## src/rtl/keypad_pkg.sv

```systemverilog
// keypad_pkg: shared definitions for the matrix keypad scanner.
//   clog2()          constant width helper (returns 0 for value <= 1)
//   frame_class_e    classification of one full scan frame
//   state_e          debounce FSM states
package keypad_pkg;

  function automatic int clog2(input int value);
    int r;
    r = 0;
    for (int i = 0; i < 31; i++) begin
      if ((1 << i) < value) r = i + 1;
    end
    return r;
  endfunction

  typedef enum logic [1:0] {
    FR_NONE   = 2'd0,
    FR_SINGLE = 2'd1,
    FR_MULTI  = 2'd2
  } frame_class_e;

  typedef enum logic {
    ST_IDLE = 1'b0,
    ST_HELD = 1'b1
  } state_e;

endpackage

```

## src/rtl/keypad_event_fifo.sv

```systemverilog
// keypad_event_fifo: small synchronous FIFO for key press events.
//   clk_i   : clock
//   rst_ni  : asynchronous active-low reset (empties the queue)
//   push_i  : write data_i this cycle
//   data_i  : event code to enqueue
//   pop_i   : consumer takes the head entry (ignored when empty)
//   data_o  : head entry, 0 when empty
//   empty_o : queue empty
//   full_o  : queue full
//   drop_o  : one-cycle pulse, registered, when a push was discarded
module keypad_event_fifo
  import keypad_pkg::*;
#(
  parameter int W     = 4,
  parameter int DEPTH = 4
) (
  input  logic         clk_i,
  input  logic         rst_ni,
  input  logic         push_i,
  input  logic [W-1:0] data_i,
  input  logic         pop_i,
  output logic [W-1:0] data_o,
  output logic         empty_o,
  output logic         full_o,
  output logic         drop_o
);

  localparam int AW = clog2(DEPTH);

  // One extra pointer bit distinguishes full from empty.
  logic [AW:0]  wr_ptr_q, wr_ptr_d;
  logic [AW:0]  rd_ptr_q, rd_ptr_d;
  logic         drop_q, drop_d;
  logic [W-1:0] mem_q [DEPTH];
  logic         do_push;
  logic         do_pop;

  assign empty_o = (wr_ptr_q == rd_ptr_q);
  assign full_o  = (wr_ptr_q[AW] != rd_ptr_q[AW]) &&
                   (wr_ptr_q[AW-1:0] == rd_ptr_q[AW-1:0]);

  // A pop in the same cycle frees the slot, so a push into a full queue
  // still succeeds when the head is being consumed.
  assign do_pop  = pop_i && !empty_o;
  assign do_push = push_i && (!full_o || do_pop);

  always_comb begin
    wr_ptr_d = wr_ptr_q;
    rd_ptr_d = rd_ptr_q;
    drop_d   = push_i && !do_push;
    if (do_push) wr_ptr_d = wr_ptr_q + (AW+1)'(1);
    if (do_pop)  rd_ptr_d = rd_ptr_q + (AW+1)'(1);
  end

  always_ff @(posedge clk_i or negedge rst_ni) begin
    if (!rst_ni) begin
      wr_ptr_q <= '0;
      rd_ptr_q <= '0;
      drop_q   <= 1'b0;
    end else begin
      wr_ptr_q <= wr_ptr_d;
      rd_ptr_q <= rd_ptr_d;
      drop_q   <= drop_d;
    end
  end

  // Storage needs no reset: entries are only visible between the pointers.
  always_ff @(posedge clk_i) begin
    if (do_push) mem_q[wr_ptr_q[AW-1:0]] <= data_i;
  end

  assign data_o = empty_o ? '0 : mem_q[rd_ptr_q[AW-1:0]];
  assign drop_o = drop_q;

endmodule

```

## src/rtl/keypad_scanner.sv

```systemverilog
// keypad_scanner: parametrised matrix keypad scanner with frame debounce.
//   clk       : system clock
//   rst       : asynchronous active-low reset
//   keypadCol : column sense lines, active low
//   keypadRow : row drive lines, one-cold
//   key_code  : code at event queue head (row*COLS+col)
//   key_valid : event queue not empty
//   key_ready : consumer accepts key_code when key_valid && key_ready
//   key_held  : a debounced key is currently held
//   overflow  : one-cycle pulse when a press event was dropped
module keypad_scanner
  import keypad_pkg::*;
#(
  parameter int ROWS           = 4,
  parameter int COLS           = 4,
  parameter int SETTLE_CYCLES  = 2,
  parameter int DEBOUNCE_SCANS = 3,
  parameter int FIFO_DEPTH     = 4,
  localparam int CW            = clog2(ROWS*COLS)
) (
  input  logic            clk,
  input  logic            rst,
  input  logic [COLS-1:0] keypadCol,
  output logic [ROWS-1:0] keypadRow,
  output logic [CW-1:0]   key_code,
  output logic            key_valid,
  input  logic            key_ready,
  output logic            key_held,
  output logic            overflow
);

  localparam int RW  = clog2(ROWS);
  localparam int CCW = clog2(COLS);
  localparam int SW  = clog2(SETTLE_CYCLES + 1);
  localparam int DW  = clog2(DEBOUNCE_SCANS + 1);
  localparam logic [DW-1:0] DMAX = DW'(DEBOUNCE_SCANS);

  // ---------------- scan timing ----------------
  logic [RW-1:0] row_q, row_d;
  logic [SW-1:0] settle_q, settle_d;
  logic          sample;
  logic          last_row;
  logic          frame_done;

  assign sample     = (settle_q == SW'(SETTLE_CYCLES - 1));
  assign last_row   = (row_q == RW'(ROWS - 1));
  assign frame_done = sample && last_row;

  always_comb begin
    row_d    = row_q;
    settle_d = settle_q + SW'(1);
    if (sample) begin
      settle_d = '0;
      row_d    = last_row ? '0 : row_q + RW'(1);
    end
  end

  for (genvar gi = 0; gi < ROWS; gi++) begin : g_row_drive
    assign keypadRow[gi] = (row_q != RW'(gi));
  end

  // ---------------- per-row column decode ----------------
  logic [1:0]     row_cnt;   // low column bits in this row, saturating at 2
  logic [CCW-1:0] row_col;
  logic [CW-1:0]  row_code;

  always_comb begin
    row_cnt = '0;
    row_col = '0;
    for (int c = 0; c < COLS; c++) begin
      if (!keypadCol[c]) begin
        if (row_cnt != 2'd2) row_cnt = row_cnt + 2'd1;
        row_col = c[CCW-1:0];
      end
    end
  end

  assign row_code = CW'(row_q) * CW'(COLS) + CW'(row_col);

  // ---------------- frame accumulation ----------------
  logic [1:0]    acc_cnt_q, acc_cnt_d;
  logic [CW-1:0] acc_code_q, acc_code_d;
  logic [2:0]    sum_cnt;
  logic [1:0]    tot_cnt;
  logic [CW-1:0] frame_code;
  frame_class_e  frame_class;

  assign sum_cnt = {1'b0, acc_cnt_q} + {1'b0, row_cnt};
  assign tot_cnt = (sum_cnt >= 3'd2) ? 2'd2 : sum_cnt[1:0];
  // With a total of one key, it came either from earlier rows or this one.
  assign frame_code = (acc_cnt_q != 2'd0) ? acc_code_q : row_code;

  always_comb begin
    unique case (tot_cnt)
      2'd0:    frame_class = FR_NONE;
      2'd1:    frame_class = FR_SINGLE;
      default: frame_class = FR_MULTI;
    endcase
  end

  always_comb begin
    acc_cnt_d  = acc_cnt_q;
    acc_code_d = acc_code_q;
    if (sample) begin
      if (last_row) begin
        acc_cnt_d  = '0;
        acc_code_d = '0;
      end else begin
        acc_cnt_d  = tot_cnt;
        acc_code_d = frame_code;
      end
    end
  end

  // ---------------- debounce FSM ----------------
  state_e        state_q, state_d;
  logic [CW-1:0] cand_q, cand_d;   // also serves as the held code while HELD
  logic [DW-1:0] cnt_q, cnt_d;
  logic [DW-1:0] rel_q, rel_d;
  logic          push_q, push_d;
  logic [CW-1:0] push_code_q, push_code_d;
  logic [DW-1:0] cnt_inc;
  logic [DW-1:0] rel_inc;
  logic [DW-1:0] idle_cnt;

  always_comb begin
    state_d     = state_q;
    cand_d      = cand_q;
    cnt_d       = cnt_q;
    rel_d       = rel_q;
    push_d      = 1'b0;
    push_code_d = push_code_q;
    cnt_inc     = (cnt_q == DMAX) ? cnt_q : cnt_q + DW'(1);
    rel_inc     = (rel_q == DMAX) ? rel_q : rel_q + DW'(1);
    idle_cnt    = (frame_code == cand_q) ? cnt_inc : DW'(1);
    if (frame_done) begin
      case (state_q)
        ST_IDLE: begin
          if (frame_class == FR_SINGLE) begin
            cand_d = frame_code;
            cnt_d  = idle_cnt;
            if (idle_cnt == DMAX) begin
              push_d      = 1'b1;
              push_code_d = frame_code;
              rel_d       = '0;
              state_d     = ST_HELD;
            end
          end else begin
            cnt_d = '0;
          end
        end
        ST_HELD: begin
          if (frame_class == FR_NONE) begin
            if (rel_inc == DMAX) begin
              rel_d   = '0;
              cnt_d   = '0;
              state_d = ST_IDLE;
            end else begin
              rel_d = rel_inc;
            end
          end else begin
            // Rollover to another key or ghosting keeps the current hold.
            rel_d = '0;
          end
        end
        default: state_d = ST_IDLE;
      endcase
    end
  end

  always_ff @(posedge clk or negedge rst) begin
    if (!rst) begin
      row_q       <= '0;
      settle_q    <= '0;
      acc_cnt_q   <= '0;
      acc_code_q  <= '0;
      state_q     <= ST_IDLE;
      cand_q      <= '0;
      cnt_q       <= '0;
      rel_q       <= '0;
      push_q      <= 1'b0;
      push_code_q <= '0;
    end else begin
      row_q       <= row_d;
      settle_q    <= settle_d;
      acc_cnt_q   <= acc_cnt_d;
      acc_code_q  <= acc_code_d;
      state_q     <= state_d;
      cand_q      <= cand_d;
      cnt_q       <= cnt_d;
      rel_q       <= rel_d;
      push_q      <= push_d;
      push_code_q <= push_code_d;
    end
  end

  assign key_held = (state_q == ST_HELD);

  // ---------------- event queue ----------------
  logic fifo_empty;
  logic fifo_full;

  keypad_event_fifo #(
    .W     (CW),
    .DEPTH (FIFO_DEPTH)
  ) u_fifo (
    .clk_i   (clk),
    .rst_ni  (rst),
    .push_i  (push_q),
    .data_i  (push_code_q),
    .pop_i   (key_ready),
    .data_o  (key_code),
    .empty_o (fifo_empty),
    .full_o  (fifo_full),
    .drop_o  (overflow)
  );

  assign key_valid = !fifo_empty;

endmodule

```

## config.mk

```make
export PLATFORM = sky130hd
export DESIGN_NAME = keypad_scanner
export DESIGN_NICKNAME = d
export VERILOG_FILES = /design/src/rtl/keypad_pkg.sv /design/src/rtl/keypad_event_fifo.sv /design/src/rtl/keypad_scanner.sv
export SDC_FILE = /design/constraint.sdc
export NUM_CORES = 1
export LEC_CHECK = 0
export ABC_AREA = 1
export CAP_MARGIN = 20
export CORE_MARGIN = 5
export CORE_UTILIZATION = 62
export CTS_CLUSTER_DIAMETER = 60
export DETAILED_ROUTE_END_ITERATION = 6
export HOLD_SLACK_MARGIN = 0.02
export PLACE_DENSITY = 0.81
export SLEW_MARGIN = 20
export SYNTH_ARGS = -nofsm -noshare
export SYNTH_HDL_FRONTEND = slang
export SYNTH_SLANG_ARGS = --single-unit
```

## constraint.sdc

```tcl
create_clock -name clk -period 5.1 [get_ports clk]
set_input_delay 0.51 -clock clk [delete_from_list [all_inputs] [get_ports clk]]
set_output_delay 0.51 -clock clk [all_outputs]
set_load 0.05 [all_outputs]
```

Yosys cells after proc, flatten, opt, wreduce, memory -nomap -nowiden:

Memories as Yosys holds them, arrays and structs flattened.
Cells that the tools add are included.

* input port bits: 7
* logic and storage cells: 105
* memory bits (writable): 16
* register bits: 31
* memories: 1

* reductions and logical operators: 17
* equal/unequal tests: 22
* magnitude comparators: 1
* multiplexer cells: 39
* add/subtract/negate cells: 11
* bitwise operators: 1

Memories
* u_fifo.mem_q: words 4, bits a word 4, rd ports 1, clocked after memory_dff 0, write ports 1, line keypad_event_fifo.sv:34 `logic [W-1:0] mem_q [DEPTH];`

Operators with widths (count)
* 2-to-1 mux 2 bit: 22
* adder 2 x 1 -> 2 bit (second input constant): 7
* inequality test 2 bit (second input constant): 7
* 2-to-1 mux 4 bit: 3
* case mux 2 bit (2 select lines): 3
* == test 2 bit (second input constant): 5
* 2-to-1 mux 1 bit: 10
* AND reduction 3 bit: 3
* adder 3 x 1 -> 3 bit (second input constant): 2
* == test 2 x 1 -> 1 bit (second input constant): 3
* inequality test 2 x 1 -> 1 bit (second input constant): 3
* logical AND 1 bit: 5
* adder 4 x 2 -> 4 bit: 1
* == test 4 bit: 1
* zero test 2 bit: 2
* AND reduction 4 bit: 1
* nonzero test 2 bit: 2
* adder 2 x 2 -> 3 bit: 1
* == test 3 bit: 1
* greater-or-equal comparator 3 x 2 -> 1 bit (second input constant): 1
* zero test 1 bit: 3
* == test 2 bit: 1
* case mux 1 bit (2 select lines): 1
* logical OR 1 bit: 1
* other kinds (2): 2

Depth between registers and ports, before layout:

Gate-level depths: netlist (run 1).

* word-level depth: 19
* mapped depth: 20
* gate-level depth less buffers: 20

By module:

A second synthesis (run 1) with hierarchy kept.

* cells, all modules: 285
* area, all modules: 2434.8 um2

By module, submodules not included
* keypad_scanner: sequential area each 600.6 um2, cells an instance 176, instances 1, area an instance 1331.3 um2
* keypad_event_fifo: sequential area each 655.6 um2, cells an instance 109, instances 1, area an instance 1103.6 um2

Worst setup path after synthesis (run 1):

OpenSTA, ideal clock, no wires.

* kind: input port to flip-flop
* start point: input port keypadCol[0]
* end point: register rel_q[0]
* slack: 2.348 ns
* arrival: 2.636 ns
* stages: 20
* path buffers: 0
* library setup time: 0.116 ns
* cells stage by stage: inv_1 ha_1 nand2_1 nand2_1 inv_1 ha_1 nor2_1 a21oi_1 ha_1 inv_1 fa_1 nand2_1 nor2_1 inv_1 nor2_4 nand3_2 nand2_2 nand2_1 nand2_1 nand2_1

* word-level cells in the longest chain between the ends: 18
* elaborated cells on any way between the ends: 25
* those cells by class: 4 x add/sub; 1 x order compare; 6 x eq/ne; 11 x mux; 3 x reduce/logical

Ends and longest elaborated chain
* start: declaration: line keypad_scanner.sv:23 `input logic [COLS-1:0] keypadCol,`
* 2-to-1 mux 1 bit (*): line keypad_scanner.sv:71 `if (!keypadCol[c]) begin`
* adder 2 x 1 -> 2 bit or inequality test 2 bit (tied branches): line keypad_scanner.sv:72 `if (row_cnt != 2'd2) row_cnt = row_cnt + 2'd1;`
* 2-to-1 mux 2 bit: line keypad_scanner.sv:72
* 2-to-1 mux 2 bit (*): line keypad_scanner.sv:71
* adder 2 x 1 -> 2 bit or inequality test 2 bit (tied branches): line keypad_scanner.sv:72
* 2-to-1 mux 2 bit: line keypad_scanner.sv:72
* 2-to-1 mux 2 bit (*): line keypad_scanner.sv:71
* adder 2 x 1 -> 2 bit or inequality test 2 bit (tied branches): line keypad_scanner.sv:72
* [... 2 more ...]
* adder 2 x 2 -> 3 bit (*): line keypad_scanner.sv:88 `assign sum_cnt = {1'b0, acc_cnt_q} + {1'b0, row_cnt};`
* greater-or-equal comparator 3 x 2 -> 1 bit: line keypad_scanner.sv:89 `assign tot_cnt = (sum_cnt >= 3'd2) ? 2'd2 : sum_cnt[1:0];`
* 2-to-1 mux 2 bit (*): line keypad_scanner.sv:89
* == test 2 x 1 -> 1 bit or zero test 2 bit (tied branches): line keypad_scanner.sv:94 `unique case (tot_cnt)`
* case mux 2 bit (2 select lines) (*): line keypad_scanner.sv:94
* == test 2 x 1 -> 1 bit or zero test 2 bit (tied branches): line keypad_scanner.sv:139, keypad_scanner.sv:153
* inequality test 2 bit (no line) or 2-to-1 mux 2 bit (tied branches)
* AND reduction 3 bit (no line) or case mux 2 bit (2 select lines) (tied branches)
* end signal: assignment: line keypad_scanner.sv:191 `rel_q <= rel_d;`
* end: declaration: line keypad_scanner.sv:119 `logic [DW-1:0] rel_q, rel_d;`

Mark *: on every way between the ends. The rest lies on a longest branch, timed or not.
A chain may end at the register's enable or synchronous reset.

Worst setup path in the final report (run 1):

* start point: input port keypadCol[0]
* end point: register push_code_q[3]

* word-level cells in the longest chain between the ends: 17
* elaborated cells on any way between the ends: 21
* those cells by class: 4 x add/sub; 1 x order compare; 5 x eq/ne; 9 x mux; 2 x reduce/logical

Ends and longest elaborated chain
* 2-to-1 mux 1 bit (*): line keypad_scanner.sv:71
* adder 2 x 1 -> 2 bit or inequality test 2 bit (tied branches): line keypad_scanner.sv:72
* 2-to-1 mux 2 bit: line keypad_scanner.sv:72
* 2-to-1 mux 2 bit (*): line keypad_scanner.sv:71
* adder 2 x 1 -> 2 bit or inequality test 2 bit (tied branches): line keypad_scanner.sv:72
* 2-to-1 mux 2 bit: line keypad_scanner.sv:72
* 2-to-1 mux 2 bit (*): line keypad_scanner.sv:71
* adder 2 x 1 -> 2 bit or inequality test 2 bit (tied branches): line keypad_scanner.sv:72
* 2-to-1 mux 2 bit: line keypad_scanner.sv:72
* 2-to-1 mux 2 bit (*): line keypad_scanner.sv:71
* adder 2 x 2 -> 3 bit (*): line keypad_scanner.sv:88
* greater-or-equal comparator 3 x 2 -> 1 bit: line keypad_scanner.sv:89
* 2-to-1 mux 2 bit (*): line keypad_scanner.sv:89
* == test 2 x 1 -> 1 bit or zero test 2 bit (tied branches): line keypad_scanner.sv:94
* case mux 2 bit (2 select lines) (*): line keypad_scanner.sv:94
* == test 2 x 1 -> 1 bit (*): line keypad_scanner.sv:139 `if (frame_class == FR_SINGLE) begin`
* AND reduction 4 bit (no line) (*)
* end signal: assignment: line keypad_scanner.sv:193 `push_code_q <= push_code_d;`
* end: declaration: line keypad_scanner.sv:121 `logic [CW-1:0] push_code_q, push_code_d;`

Marked as above.

==> impl_metrics.csv, run 1 <==
group,metric,value,unit
run_status,status,"complete, no violations",
floorplanning,fp.dieArea,0.00524,mm²
pwr,pwr_density_cell,391,mW/mm²
layout,n_antenna_cell,0,
worst_setup_path,worstPathRequired,5300,ps
floorplanning,start_util,0.649,
timing,slew_violations,0,
global_routing,grt_pass1_wl,7010,µm
cts,htreeDepth,2,
cts,cts_sinks,47,
place,portBuffers,17,
logic_synthesis,seq_area_frac_synth,0.521,
routing,post_drt_wl_per_cell,12.2,µm
timing,layout_setup_ws,1890,ps
worst_setup_path,crit_arrival,3410,ps
logic_synthesis,synth_cells,254,
logic_synthesis,ys_warn_count,0,
routing,dr.first_iter.drc_count,65,
logic_synthesis,avgSynthCellArea,9.50,µm²
worst_setup_path,reg2reg_to,"push_code_q[3]$_DFFE_PN0P_",
routing,wirelength,3990,µm
worst_setup_path,critPathKind,"input port to register",
cts,tritoncts,"yes",
place,postPlaceCellArea,0.00264,mm²
timing,hold_viol_final,0,
cts,clk_pin_slew,90,ps
worst_setup_path,path_cells,"clkdlybuf4s50_1, inv_1, ha_1, o21ai_0, ha_1, nor2_1, a21oi_1, ha_1, inv_1, fa_1, nand2_1, nor2_1, inv_1, nor2_4, nand4_4, nand2_1, o21ai_1",
cts,cts_buffer_depth,2,
cts,cts_resized,0,
logic_synthesis,synth-seq-cells,47,
routing,vias_per_cell,5.09,
worst_setup_path,reg2reg_depth,10,
pwr,p_leak,1.21,nW
floorplanning,die_h,72.4,µm
timing,slew-limit-headroom,0.667,
layout,synthToLayoutAreaGrowth,13.1,%
routing,num_vias,1658,
global_routing,grt_overflow,0,
timing,max_freq,311,MHz
global_routing,grt_max_degree,32,
timing,fin_crit_sh,0.630,
cts,hold_buffers,0,
layout,final_cell_mix,"nand2_1 (48), inv_1 (40), dfrtp_1 (31), nor2_1 (26), clkdlybuf4s50_1 (17)",
logic_synthesis,syn_nets,275,
min_path,holdCritStartpoint,"settle_q[0]$_DFF_PN0_",
place,dp.cells,318,
routing,dr.pass1.iters,4,
cts,cts_root_buf,"clkbuf_8",
worst_setup_path,path_max_fanout,10,
layout,post-route-util,0.734,
floorplanning,rows,22,
run,drv_cap,0,
pwr,irDropWorstVdd,0.192,mV
worst_setup_path,worstSetupStartpointType,"input port",
cts,cts_setup_buffers,0,
floorplanning,die_x,72.4,µm
global_routing,grt_pass1_vias,1624,
logic_synthesis,netlist_area,0.00241,mm²
timing,skew,5.76,ps
min_path,worst_hold_path.endpoint,"settle_q[1]$_DFF_PN0_",
place,place_ws,1580,ps
timing,rsz0062_at_grt,"false",
logic_synthesis,synth_cell_types,30,
floorplanning,num_io_pins,18,
layout,fillers,283,
layout,layout_commonest_cell,"nand2_1",
floorplanning,coreArea,0.00372,mm²
layout,final_layout_size_suffix_gt1_frac,0.140,
timing,layout_min_cycle_time,3210,ps
routing,antenna_left,0,
global_routing,track_usage,0.173,
place,hpwl,3060,µm
routing,route.detailed.drc,0,
cts,tritoncts.num_buffers,5,
logic_synthesis,synthArstFlopShare,0.660,
worst_setup_path,reg2reg_slack,3000,ps
global_routing,antenna_found_initial,0,
timing,setup_tns,0,ps
place,gp_congestion,0.785,
min_path,whs_path_depth,1,
logic_synthesis,synth_edf_count,16,
layout,fin_area,0.00273,mm²
cts,clock_latency,310,ps
worst_setup_path,reg2reg_from,"acc_cnt_q[0]$_DFFE_PN0P_",
worst_setup_path,critical_path.max_stage_delay,500,ps
worst_setup_path,critPathCaptureType,"register",
layout,finalNonFillerCells,326,
worst_setup_path,crit_slowest_cell,"fa_1",
timing,worst_pin_slew,498,ps
logic_synthesis,ys.flop_type,"dfrtp_1",
min_path,min_path_type,"register to register",
timing,setup_viol,0,
layout,layout.nets,298,
==> synth_stat cells, types with 2 or more instances <==
| cell | number | area, µm² |
|---|---|---|
| edfxtp_1 | 16 | 480 |
| dfrtp_1 | 31 | 776 |
| xnor2_1 | 2 | 17.5 |
| o22ai_1 | 3 | 18.8 |
| o21ai_0 | 16 | 80.1 |
| nor2_2 | 2 | 12.5 |
| nand2_1 | 48 | 180 |
| nand2_2 | 12 | 75.1 |
| nand3_2 | 3 | 30.0 |
| inv_2 | 3 | 11.3 |
| a21oi_1 | 2 | 10.0 |
| xor2_1 | 4 | 35.0 |
| ha_1 | 13 | 163 |
| nor2_4 | 5 | 56.3 |
| o32ai_1 | 4 | 35.0 |
| inv_1 | 40 | 150 |
| nor2_1 | 26 | 97.6 |
| buf_4 | 2 | 15.0 |
| nand3_1 | 7 | 35.0 |
| o21ai_1 | 5 | 25.0 |
==> worst max-delay path, delay by kind of cell <==
| kind | cells | cell delay [ps] |
|---|---|---|
| adder cells (fa/ha/maj) | 4 | 1040 |
| AND/OR/NAND/NOR | 6 | 730 |
| AO/OA/AOI/OAI | 3 | 440 |
| buffers and inverters | 4 | 680 |
==> how the worst max path moves through the flow <==
stage	startpoint	to	slack [ps]	cells after the start
6_report	keypadCol[0]	push_code_q[3]$_DFFE_PN0P_	1890	17
5_1_grt	keypadCol[0]	push_code_q[3]$_DFFE_PN0P_	1630	17
4_1_cts	keypadCol[0]	push_code_q[3]$_DFFE_PN0P_	1900	17
3_5_place_dp	keypadCol[0]	push_code_q[3]$_DFFE_PN0P_	1580	17
3_3_place_gp	keypadCol[0]	push_code_q[2]$_DFFE_PN0P_	1680	19
2_1_floorplan	keypadCol[0]	rel_q[0]$_DFFE_PN0P_	2350	20
==> power breakdown <==
part | switching (mW) | internal [mW]
Clock | 0.127 | 0.0979
Combinational | 0.239 | 0.134
Sequential | 0.0474 | 0.419
Total | 0.414 | 0.652
==> layer usage <==
| layer | vias to the layer above | global-route usage | part of all wire |
|---|---|---|---|
| met2 | 25 | 0.298 | 0.51 |
| met1 | 770 | 0.206 | 0.43 |
| met5 | - | 0 | 0 |
| met4 | 0 | 0.0738 | 0.023 |
| li1 | 855 | - | - |
| met3 | 8 | 0.0429 | 0.039 |
==> area by class of cell <==
type / instances / area (µm²) / share of cell area
multi-input cells: 161 / 973 / 0.357
flip-flops and latches: 47 / 1260 / 0.461
well taps: 48 / 60.1 / 0.0220
inverters: 44 / 168 / 0.0615
clock buffers: 5 / 68.8 / 0.0252
repair buffers: 18 / 178 / 0.0651
clock inverters: 3 / 23.8 / 0.00872
==> stage by stage <==
stage	hold WS, ps	power, mW
floorplan	214	0.751
global placement	435	0.839
detailed placement	439	0.850
CTS	451	1.08
global route	482	1.13
finish	444	1.07
==> sequential cells by signal (all words and copies together), names as in the netlist <==
signal and count:
cnt_q 2, cand_q 4, acc_code_q 4, push_code_q 4
u_fifo.drop_o 1, key_held 1, u_fifo.mem_q 16, rel_q 2
push_q 1, u_fifo.rd_ptr_q 3, row_q 2, u_fifo.wr_ptr_q 3
settle_q 2, acc_cnt_q 2
==> logic make-up after synthesis <==
logic type | after synthesis | share of synthesized area
fa+ha+maj | 14 | 0.0757
xor+xnor | 6 | 0.0218
compound gates | 32 | 0.0788
mux | 1 | 0.00467
flops | 47 | 0.521
simple gates | 108 | 0.223
buf+inv | 46 | 0.0757
(Power assumes the default switching activity.)
==> inputs of run 2 (changes only) <==
--- a/config.mk
+++ b/config.mk
@@ -8,11 +8,11 @@
 export ABC_AREA = 1
 export CAP_MARGIN = 20
 export CORE_MARGIN = 5
-export CORE_UTILIZATION = 62
+export CORE_UTILIZATION = 58
 export CTS_CLUSTER_DIAMETER = 60
 export DETAILED_ROUTE_END_ITERATION = 6
 export HOLD_SLACK_MARGIN = 0.02
-export PLACE_DENSITY = 0.81
+export PLACE_DENSITY = 0.76
 export SLEW_MARGIN = 20
 export SYNTH_ARGS = -nofsm -noshare
 export SYNTH_HDL_FRONTEND = slang
==> constraint.sdc (replaced) <==
create_clock -name clk -period 3 [get_ports clk]
set_input_delay 0.3 -clock clk [delete_from_list [all_inputs] [get_ports clk]]
set_output_delay 0.3 -clock clk [all_outputs]
set_load 0.05 [all_outputs]
==> run 2 against run 1 <==
Effect of this change:
- sequential power grew 69%
- clock power is 110% higher
- critical endpoint unchanged
- total power grew 78%
- clock-buffer cell count is the same
- worst hold slack got worse by 56 ps
- largest cell class unchanged
- critical path depth is 1 lower
- non-clock buffer count up 6
- sequential cell count unchanged
- combinational power increased by 72%
==> impl_metrics.csv, run 2 (same netlist as run 1, synthesis figures left out) <==
group,metric,value,unit
layout,synthToLayoutAreaGrowth,16.8,%
routing,post_drt_wl_per_cell,12.2,µm
global_routing,grt_pass1_vias,1623,
global_routing,track_usage,0.173,
floorplanning,coreArea,0.00403,mm²
layout,layout_commonest_cell,"nand2_1",
cts,htreeDepth,2,
timing,hold_viol_final,0,
min_path,min_path_type,"input port to asynchronous set/reset pin",
floorplanning,rows,23,
pwr,pwr_density_cell,674,mW/mm²
layout,fillers,311,
timing,layout_min_cycle_time,2720,ps
run,drv_cap,0,
global_routing,antenna_found_initial,0,
timing,timing.hold.ws,388,ps
layout,n_antenna_cell,0,
layout,largest_reg_flops,16,
run_status,status,"complete, no violations",
place,portBuffers,17,
worst_setup_path,reg2reg_depth,10,
worst_setup_path,critPathCaptureType,"register",
routing,wirelength,4060,µm
timing,setup_viol,0,
cts,tritoncts,"yes",
global_routing,grt_use_met1,0.209,
global_routing,gr-usage-met3,0.0405,
floorplanning,start_util,0.599,
timing,rsz0062_at_grt,"false",
global_routing,grt_max_degree,32,
layout,layout.nets,304,
cts,clk_pin_slew,90,ps
worst_setup_path,worstPathRequired,3190,ps
worst_setup_path,reg2reg_from,"acc_cnt_q[0]$_DFFE_PN0P_",
pwr,irDropWorstVdd,0.333,mV
layout,final_layout_size_suffix_gt1_frac,0.180,
timing,slew_violations,0,
place,hpwl,3080,µm
layout,final_cell_mix,"nand2_1 (46), inv_1 (38), dfrtp_1 (31), nor2_1 (25), edfxtp_1 (16)",
worst_setup_path,reg2reg_to,"push_code_q[3]$_DFFE_PN0P_",
routing,dr.pass1.iters,4,
pwr,fin_total_pwr,1.90,mW
floorplanning,num_io_pins,18,
worst_setup_path,crit_arrival,2910,ps
worst_setup_path,worstSetupStartpointType,"input port",
cts,tritoncts.num_buffers,5,
routing,dr.first_iter.drc_count,131,
global_routing,use_met2,0.310,
worst_setup_path,critPathKind,"input port to register",
place,place_ws,-293,ps
routing,num_vias,1639,
cts,clock_latency,300,ps
cts,cts_sinks,47,
worst_setup_path,path_max_fanout,10,
timing,fin_crit_sh,0.908,
timing,skew,6.24,ps
routing,vias_per_cell,4.91,
timing,setup_tns,0,ps
floorplanning,die_x,74.5,µm
routing,antenna_left,0,
global_routing,grt_pass1_wl,7300,µm
worst_setup_path,reg2reg_slack,890,ps
timing,max_freq,367,MHz
global_routing,top_usage_layer,"met2",
cts,cts_buffer_depth,2,
timing,layout_setup_ws,275,ps
routing,route.detailed.drc,0,
global_routing,grt_overflow,0,
cts,cts_root_buf,"clkbuf_8",
timing,worst_pin_slew,496,ps
floorplanning,fp.dieArea,0.00555,mm²
place,gp_congestion,0.752,
floorplanning,die_h,74.5,µm
timing,slew-limit-headroom,0.668,
pwr,p_leak,1.27,nW
[run 2: layout make-up]
type,instances,area [µm²],area share
Sequential cell,47,1260,0.446
Inverter,44,168,0.0595
Clock inverter,3,46.3,0.0164
Clock buffer,5,68.8,0.0244
Timing Repair Buffer,24,228,0.0808
Multi-Input combinational cell,161,988,0.351
Tap cell,50,62.6,0.0222
[run 2: power by group]
part / switching (mW) / internal, mW
Clock: 0.216 / 0.251
Combinational: 0.407 / 0.235
Sequential: 0.0771 / 0.713
Total: 0.700 / 1.20
[run 2: per-stage QoR]
stage,instances,instance area (µm²),util
floorplan,254,2410,-
CTS,333,2790,0.693
finish,334,2820,0.699
global route,334,2820,0.699
detailed placement,325,2680,0.664
global placement,325,2680,0.664
[run 2: how the worst max path moves through the flow]
| stage | startpoint | endpoint | depth (start not counted) |
|---|---|---|---|
| 4_1_cts | keypadCol[1] | push_code_q[3]$_DFFE_PN0P_ | 17 |
| 3_5_place_dp | keypadCol[1] | push_code_q[3]$_DFFE_PN0P_ | 17 |
| 5_1_grt | keypadCol[2] | rel_q[0]$_DFFE_PN0P_ | 18 |
| 3_3_place_gp | keypadCol[0] | push_code_q[2]$_DFFE_PN0P_ | 17 |
| 6_report | keypadCol[2] | push_code_q[3]$_DFFE_PN0P_ | 16 |
| 2_1_floorplan | keypadCol[0] | rel_q[0]$_DFFE_PN0P_ | 20 |
[run 2: repair_timing]
item | CTS | global route
setup buffers | 0 | 1
gates resized for setup | 0 | 10
hold endpoints to repair | 0 | 0
hold buffers | 0 | 0
setup endpoints to repair | 0 | 14
[run 2: worst max-delay path, stage by stage]
cell and delay, ps:
clkdlybuf4s50_1 470, inv_1 50, o21ai_1 170, ha_1 180
nor2_1 40, a21oi_1 130, ha_2 180, inv_1 50
fa_1 580, nand2_2 100, nor2_4 130, inv_2 60
nor2_4 140, nand4_4 160, nand2_1 100, o21ai_1 70
[run 2: per-layer routing]
metal	vias to the layer above	wire length [µm]	share of wire
li1	867	-	-
met1	754	1820	0.45
met2	16	2100	0.52
met3	2	108	0.027
met4	0	31	0.0076
met5	-	0	0
==> inputs of run 3 (changes only) <==
--- a/config.mk
+++ b/config.mk
@@ -10,7 +10,9 @@
 export CORE_MARGIN = 5
 export CORE_UTILIZATION = 58
 export CTS_CLUSTER_DIAMETER = 60
+export CTS_CLUSTER_SIZE = 10
 export DETAILED_ROUTE_END_ITERATION = 6
+export GPL_TIMING_DRIVEN = 0
 export HOLD_SLACK_MARGIN = 0.02
 export PLACE_DENSITY = 0.76
 export SLEW_MARGIN = 20
==> run 3 against run 2 <==
Effect of this change:
- via count increased by 1.3%
- die area unchanged
- sequential cell count unchanged
- largest power group unchanged
- highest routed layer unchanged
==> impl_metrics.csv, run 3 (same netlist as run 1, synthesis figures left out) <==
group,metric,value,unit
layout,layout_commonest_cell,"nand2_1",
timing,layout_min_cycle_time,2730,ps
cts,clock_latency,300,ps
floorplanning,num_io_pins,18,
layout,final_layout_size_suffix_gt1_frac,0.177,
cts,hold_buffers,0,
global_routing,grt_use_met1,0.192,
global_routing,gr-usage-met3,0.0446,
global_routing,top_usage_layer,"met2",
floorplanning,rows,23,
global_routing,use_met2,0.314,
worst_setup_path,critPathKind,"input port to register",
place,dp.cells,321,
floorplanning,start_util,0.599,
worst_setup_path,path_cells,"dlymetal6s2s_1, inv_1, ha_1, nand2_1, nand2_1, inv_1, ha_1, nor2_1, a21oi_1, ha_2, inv_1, fa_1, nand2_2, nor2_4, inv_2, nor2_4, nand3_2, nand2_2, buf_4, nand3_1, nand2_1",
routing,num_vias,1661,
place,hpwl,3050,µm
min_path,min_path_type,"input port to asynchronous set/reset pin",
pwr,irDropWorstVdd,0.340,mV
timing,hold_viol_final,0,
routing,dr.first_iter.drc_count,63,
cts,cts_buffer_depth,2,
layout,n_antenna_cell,0,
floorplanning,coreArea,0.00403,mm²
pwr,p_leak,1.27,nW
layout,synthToLayoutAreaGrowth,16.1,%
timing,rsz0062_at_grt,"false",
global_routing,grt_pass1_wl,7180,µm
routing,wirelength,4130,µm
cts,tritoncts.num_buffers,5,
timing,slew_violations,0,
floorplanning,die_x,74.5,µm
routing,post_drt_wl_per_cell,12.4,µm
timing,max_freq,367,MHz
place,portBuffers,17,
routing,dr.pass1.iters,4,
timing,slew-limit-headroom,0.532,
timing,setup_tns,0,ps
layout,seq_area,0.00126,mm²
worst_setup_path,crit_arrival,2970,ps
global_routing,track_usage,0.174,
cts,tritoncts,"yes",
pwr,pwr_density_cell,687,mW/mm²
place,gp_congestion,0.773,
run_status,status,"complete, no violations",
worst_setup_path,critPathCaptureType,"register",
timing,layout_setup_ws,274,ps
worst_setup_path,worstPathRequired,3240,ps
timing,skew,5.84,ps
floorplanning,fp.dieArea,0.00555,mm²
run,drv_cap,0,
timing,setup_viol,0,
layout,final_cell_mix,"nand2_1 (47), inv_1 (38), dfrtp_1 (31), nor2_1 (25), edfxtp_1 (16)",
layout,fillers,320,
worst_setup_path,reg2reg_from,"acc_cnt_q[0]$_DFFE_PN0P_",
layout,largest_reg_flops,16,
cts,htreeDepth,2,
worst_setup_path,cp-startpoint,"keypadCol[0]",
worst_setup_path,worstSetupStartpointType,"input port",
cts,cts_root_buf,"clkbuf_8",
layout,finalNonFillerCells,332,
timing,worst_pin_slew,701,ps
floorplanning,die_h,74.5,µm
routing,route.detailed.drc,0,
layout,post-route-util,0.695,
cts,clk_pin_slew,80,ps
routing,vias_per_cell,5.00,
global_routing,grt_pass1_vias,1662,
routing,antenna_left,0,
global_routing,grt_max_degree,32,
timing,fin_crit_sh,0.909,
layout,multi_input_area,990,µm²
global_routing,grt_overflow,0,
cts,cts_sinks,47,
worst_setup_path,path_max_fanout,3,
place,place_ws,-343,ps
worst_setup_path,crit_slowest_cell,"fa_1",
worst_setup_path,critical_path.max_stage_delay,590,ps
global_routing,antenna_found_initial,0,
layout,layout.nets,302,
-- run 3: timing repair --
action,in CTS,in global routing
pin swaps,0,6
resized for setup,2,9
endpoints found under the setup margin,6,10
buffers inserted,0,3
-- run 3: final cells by class --
class,count,area share
Clock inverter,3,0.0165
Timing Repair Buffer,20,0.0697
Inverter,44,0.0598
Buffer,2,0.00536
Sequential cell,47,0.448
Multi-Input combinational cell,161,0.353
Clock buffer,5,0.0246
Tap cell,50,0.0223
-- run 3: final timing paths --
kind / end / slack, ps / cells past startpoint
setup / recovery: rel_q[0]$_DFFE_PN0P_ / 270 / 21
hold reg to reg: settle_q[1]$_DFF_PN0_ / 450 / 1
setup reg to reg: rel_q[0]$_DFFE_PN0P_ / 840 / 12
min in group clk: settle_q[1]$_DFF_PN0_ / 450 / 1
hold / removal: row_q[1]$_DFFE_PN0P_ / 40 / 1
max in group asynchronous: acc_code_q[2]$_DFFE_PN0P_ / 2510 / 1
-- run 3: per-layer routing --
metal / routed length (µm) / part of all wire
met1: 1720 / 0.42
met2: 2190 / 0.53
met3: 129 / 0.031
met4: 86 / 0.021
met5: 0 / 0
-- run 3: critical path, delay by kind of cell --
kind | cells | cell delay [ps]
compound gates | 1 | 150
simple gates | 10 | 860
buf+inv | 6 | 450
fa+ha+maj | 4 | 1210
-- run 3: per-stage QoR --
| step | power (mW) | area [µm²] | hold WS (ps) |
|---|---|---|---|
| floorplan | 1.28 | 2410 | 4.41 |
| global placement | 1.45 | 2650 | 429 |
| detailed placement | 1.46 | 2640 | 389 |
| CTS | 1.93 | 2760 | 55.9 |
| global route | 2.05 | 2800 | 83.2 |
| finish | 1.92 | 2800 | 38.8 |
-- run 3: power breakdown --
group | switching, mW | total, mW | internal, mW
registers | 0.0424 | 0.756 | 0.713
clock network | 0.217 | 0.468 | 0.251
logic | 0.448 | 0.701 | 0.253
